### src/rtl/program_loader_rom.sv
// Program RAM loaded byte-by-byte from a valid/ready port, served to the core by PC in run mode.
// Optional LOADER_CHECKSUM_EN builds an 8-bit running sum of accepted load bytes.
module program_loader_rom #(
  parameter int                ADDR_W = 8,
  parameter int                DATA_W = 8,
  parameter logic [DATA_W-1:0] FILL   = '0
) (
  input  logic              clk,
  input  logic              reset,
  input  logic              load_mode,
  input  logic              load_valid,
  input  logic [DATA_W-1:0] load_data,
  output logic              load_ready,
  input  logic [ADDR_W-1:0] pc,
  output logic [DATA_W-1:0] instruction,
  output logic              instr_valid,
  output logic [ADDR_W:0]   prog_len,
  output logic              overflow,
  output logic              cpu_hold,
  output logic [DATA_W-1:0] checksum
);

  localparam int DEPTH = 2 ** ADDR_W;

  typedef enum logic [1:0] {
    S_IDLE = 2'd0,
    S_LOAD = 2'd1,
    S_RUN  = 2'd2
  } state_t;

  state_t              state_q, state_d;
  logic [ADDR_W:0]     wp_q, wp_d;
  logic [ADDR_W:0]     prog_len_q, prog_len_d;
  logic                overflow_q, overflow_d;
  logic [DATA_W-1:0]   instr_q, instr_d;
  logic                instr_valid_q, instr_valid_d;
  logic                wr_en;
  logic                pc_in_prog;
  logic [DATA_W-1:0]   mem [DEPTH];

  // wp never exceeds DEPTH, so its top bit alone marks a full memory
  assign load_ready = (state_q == S_LOAD) && !wp_q[ADDR_W];
  assign cpu_hold   = (state_q != S_RUN);
  assign pc_in_prog = ({1'b0, pc} < prog_len_q);

  always_ff @(posedge clk) begin
    if (!reset) begin
      state_q       <= S_IDLE;
      wp_q          <= '0;
      prog_len_q    <= '0;
      overflow_q    <= 1'b0;
      instr_q       <= FILL;
      instr_valid_q <= 1'b0;
    end else begin
      state_q       <= state_d;
      wp_q          <= wp_d;
      prog_len_q    <= prog_len_d;
      overflow_q    <= overflow_d;
      instr_q       <= instr_d;
      instr_valid_q <= instr_valid_d;
    end
  end

  always_comb begin
    state_d       = state_q;
    wp_d          = wp_q;
    prog_len_d    = prog_len_q;
    overflow_d    = overflow_q;
    instr_d       = FILL;
    instr_valid_d = 1'b0;
    wr_en         = 1'b0;
    case (state_q)
      S_IDLE: begin
        if (load_mode) begin
          state_d    = S_LOAD;
          wp_d       = '0;
          overflow_d = 1'b0;
        end else begin
          state_d = S_RUN;
        end
      end
      S_LOAD: begin
        if (load_valid && load_ready) begin
          wr_en = 1'b1;
          wp_d  = wp_q + (ADDR_W+1)'(1);
        end else if (load_valid) begin
          overflow_d = 1'b1;
        end
        // a byte accepted in the exit cycle still counts toward the program length
        if (!load_mode) begin
          state_d    = S_RUN;
          prog_len_d = wp_d;
        end
      end
      S_RUN: begin
        instr_d       = pc_in_prog ? mem[pc] : FILL;
        instr_valid_d = pc_in_prog;
        if (load_mode) begin
          state_d    = S_LOAD;
          wp_d       = '0;
          overflow_d = 1'b0;
        end
      end
      default: state_d = S_IDLE;
    endcase
  end

  // memory contents survive reset; a load interrupted by reset writes nothing that cycle
  always_ff @(posedge clk) begin
    if (reset && wr_en) begin
      mem[wp_q[ADDR_W-1:0]] <= load_data;
    end
  end

`ifdef LOADER_CHECKSUM_EN
  logic [DATA_W-1:0] sum_q, sum_d;
  logic              load_entry;

  assign load_entry = (state_q != S_LOAD) && load_mode;
  assign sum_d      = load_entry ? '0 : (wr_en ? sum_q + load_data : sum_q);

  always_ff @(posedge clk) begin
    if (!reset) begin
      sum_q <= '0;
    end else begin
      sum_q <= sum_d;
    end
  end

  assign checksum = sum_q;
`else
  assign checksum = '0;
`endif

  assign instruction = instr_q;
  assign instr_valid = instr_valid_q;
  assign prog_len    = prog_len_q;
  assign overflow    = overflow_q;

endmodule

### config.mk
export PLATFORM = sky130hd
export DESIGN_NAME = program_loader_rom
export DESIGN_NICKNAME = d
export VERILOG_FILES = /design/src/rtl/program_loader_rom.sv
export SDC_FILE = /design/constraint.sdc
export NUM_CORES = 2
export LEC_CHECK = 0
export CORE_MARGIN = 8
export CORE_UTILIZATION = 23
export DETAILED_ROUTE_END_ITERATION = 7
export PLACE_DENSITY = 0.34
export SYNTH_ARGS = -nofsm -noshare
export SYNTH_HDL_FRONTEND = slang
export SYNTH_SLANG_ARGS = --single-unit
### constraint.sdc
create_clock -name clk -period 2.4 [get_ports clk]
set_input_delay 0.24 -clock clk [delete_from_list [all_inputs] [get_ports clk]]
set_output_delay 0.24 -clock clk [all_outputs]
set_load 0.1 [all_outputs]
==> metrics.csv <==
metric,value,unit
status,"finished, violations left",
failing checks,negative setup slack,
I/O Pins,49,
cell family with most CP delay,simple AND/OR/NAND/NOR gates,
area grow syn2layout,27.6,%
Detailed Route WL,272000,um
leak pwr,33.8,nW
nets@finish,5007,
min Tclk post-route,2.51,ns
peak supply drop,0.000653,V
DP Worst Slack,-1.14,ns
Psw,18.1,mW
Max Fanout on Critical Path,1,
Final Hold Fails,0,
asr flop ratio synth,0,%
Clock Skew,0.0612,ns
Slew headroom,43.6,%
CP Launch Type,flip-flop,
WP buf/inv,0,
Tcrit/Tclk final,104,%
placer congestion estimate,0.765,
total number of vias,42300,
clk_lat worst skew,0.90,ns
initial antenna violation count,26,
vias in the first global route,43900,
Die W,608,um
sequential power share,49.1,%
"count leader, synth",edfxtp_1,
Sum Neg Setup Slack,-0.352,ns
clk slew on worst S/H paths,0.06,ns
sequential-to-total area share from yosys stat,77.1,%
cell area after synthesis,80500,sq um
Slew @ Worst Pin,0.846,ns
H-tree depth,4,
drt first pass iters,5,
DRC viols,0,
"Top FF cell, synth",edfxtp_1,
P per Cell Area,791,nW/um^2
Initial Util,23.1,%
Synth Area in Compound Gates,3.87,%
post-route setup slack,-0.106,ns
final setup fails,6,
Num CTS Buffers,241,
required time worst endpoint,3.24,ns
post-synthesis cell count,3990,
global route total overflow,0,
"area leader, netlist",edfxtp_1,
Core Area,349000,sq um
share of power burned in the clock network,45.3,%
average wire per standard cell,27.8,um
critical path's largest stage delay,0.62,ns
RSZ-0062 raised after global routing,yes,
CTS tree,built,
row count,217,
crit path DAT,3.34,ns
Final HPWL DP,184000,um
IO Port Bufs,40,
clock tree sinks,2078,
Synth cell types,62,
die area,369000,sq um
layout cell share with drive strength beyond 1,34.9,%
die height,608,um
highest clock rate,0.399,GHz
1st-iter DRT viols,3402,
Synth Area in XOR/XNOR,0.0653,%
worst-case clock buffer depth,4,
Synth Register Bits,2078,
minimum hold slack,0.209,ns
"top cells by count, synth","edfxtp_1, mux4_2, mux2i_1",
Internal,63.2,mW
Critical-path top delay cell,or4_1,
vias per cell,4.32,
logic gate share of total power,5.6,%
hold crit path type,input pin to flip-flop,
"EDFF count, synth",2048,
Switching Share,22.2,%
critical path type,flip-flop to flip-flop,
Synth top area share,76.4,%
Avg Inst Size Synth,20.2,sq um
largest family of logic cells by synthesized area,multiplexers,
final instance area,103000,sq um
CTS Root Buffer Type,clkbuf_16,
Tot GR Track Use,14.2,%
YS warnings,0,
first-pass GRT wire length,372000,um
max-cap violations,0,
Critical Path Sink Type,flip-flop,
simple-gate share of the synthesized area,2.68,%
"Cell Area, Placed",94500,sq um
pin count of the biggest net entering global routing,109,
# fillers,34200,
crit-path cells,"mux2i_4, a221o_1, a211oi_2, a2111oi_0, or4_1, or4b_4, nand4_1",
post-synthesis mux area share,14.4,%
top post-synthesis cells by area,"edfxtp_1, mux4_2, mux2i_1",
adder-cell share of the synthesized area,0.171,%
max-slew violation count,0,
Final ANT Viol Nets,0,
-- registers in the layout, summed over array words and instances, names as in the netlist --
register and cells:
instr_valid 1, instruction 8, overflow 1, wp_q 9
mem 2048, prog_len 9, state_q 2
-- worst paths after layout --
| kind | start | to | slack [ns] | cells after the start |
|---|---|---|---|---|
| worst max-delay path | mem[47][3] | instruction[3] | -0.11 | 7 |
| worst min-delay path | reset | prog_len[7] | 0.21 | 3 |
| worst max register to register | mem[47][3] | instruction[3] | -0.11 | 7 |
| worst min register to register | overflow | overflow | 0.47 | 2 |
-- layer usage --
metal / wire [um] / vias up / share of wire [%] / GRT usage, %
met5: 26 / - / 0.0096 / 0
met4: 6510 / 4 / 2.4 / 3.37
li1: - / 18600 / - / -
met3: 12400 / 316 / 4.6 / 2.44
met1: 122000 / 22500 / 45 / 19.3
met2: 131000 / 867 / 48 / 23.7
-- tightest hold or removal path: stages --
cell and delay (ns):
clkdlybuf4s50_1 0.43, buf_4 0.25, o211a_1 0.14
-- placed cells by master (no fill, tap or decap), drive strengths merged, types with 10 or more instances in the layout --
master,instances
a2111oi,17
a211o,11
a211oi,75
a21oi,25
a221o,10
a221oi,54
a22oi,36
and2,15
and3,11
buf,968
bufinv,29
clkbuf,283
clkinv,122
clkinvlp,11
dfxtp,30
dlygate4sd3,10
edfxtp,2048
ha,11
inv,19
mux2i,320
mux4,372
nand2,87
nand3,30
nand4,14
nor2,281
nor2b,21
nor3,10
o21ai,66
o22ai,104
-- final cells by class --
cell class | instances | area (sq um) | share of cell area (%)
well taps | 4599 | 5750 | 5.60
inverters | 15 | 61.3 | 0.0597
clock buffers | 282 | 6250 | 6.08
flip-flops and latches | 2078 | 62100 | 60.5
repair buffers | 986 | 9230 | 8.98
clock inverters | 166 | 1600 | 1.56
diodes | 7 | 17.5 | 0.0170
multi-input cells | 1654 | 17700 | 17.2
-- what timing repair did --
action / CTS / global route
pin swaps: 6 / 8
cloned: 1 / 1
buffers inserted: 1 / 0
setup endpoints to repair: 1347 / 1203
resized for setup: 35 / 37
hold buffers: 10 / 0
endpoints found under the hold margin: 633 / 0
-- metrics by stage --
| stage | instances | power, mW | utilization (%) |
|---|---|---|---|
| CTS | 9779 | 82.6 | 29.4 |
| finish | 9787 | 81.3 | 29.4 |
| global placement | 9318 | 45.3 | 27.1 |
| floorplan | 3997 | 42.5 | - |
| global route | 9781 | 83.9 | 29.4 |
| detailed placement | 9319 | 45.3 | 27.1 |
-- power groups by stage --
stage | registers (mW) | clock network, mW | logic [mW]
finish | 39.9 | 36.8 | 4.57
global route | 39.9 | 39.2 | 4.87
CTS | 39.9 | 38.0 | 4.72
detailed placement | 40.6 | 0 | 4.69
global placement | 40.6 | 0 | 4.68
floorplan | 40.7 | 0 | 1.80
-- kinds of logic (layout without fill, tap and decap cells) --
kind of cell             Yosys count  in the layout
buffers and inverters            265           1449
other                              1             15
AND/OR/NAND/NOR                  496            496
AO/OA/AOI/OAI                    440            440
flip-flops                      2078           2078
multiplexers                     693            693
adder cells (fa/ha/maj)           11             11
XOR/XNOR                           6              6
Note: power is estimated with default switching activity, not from simulation.
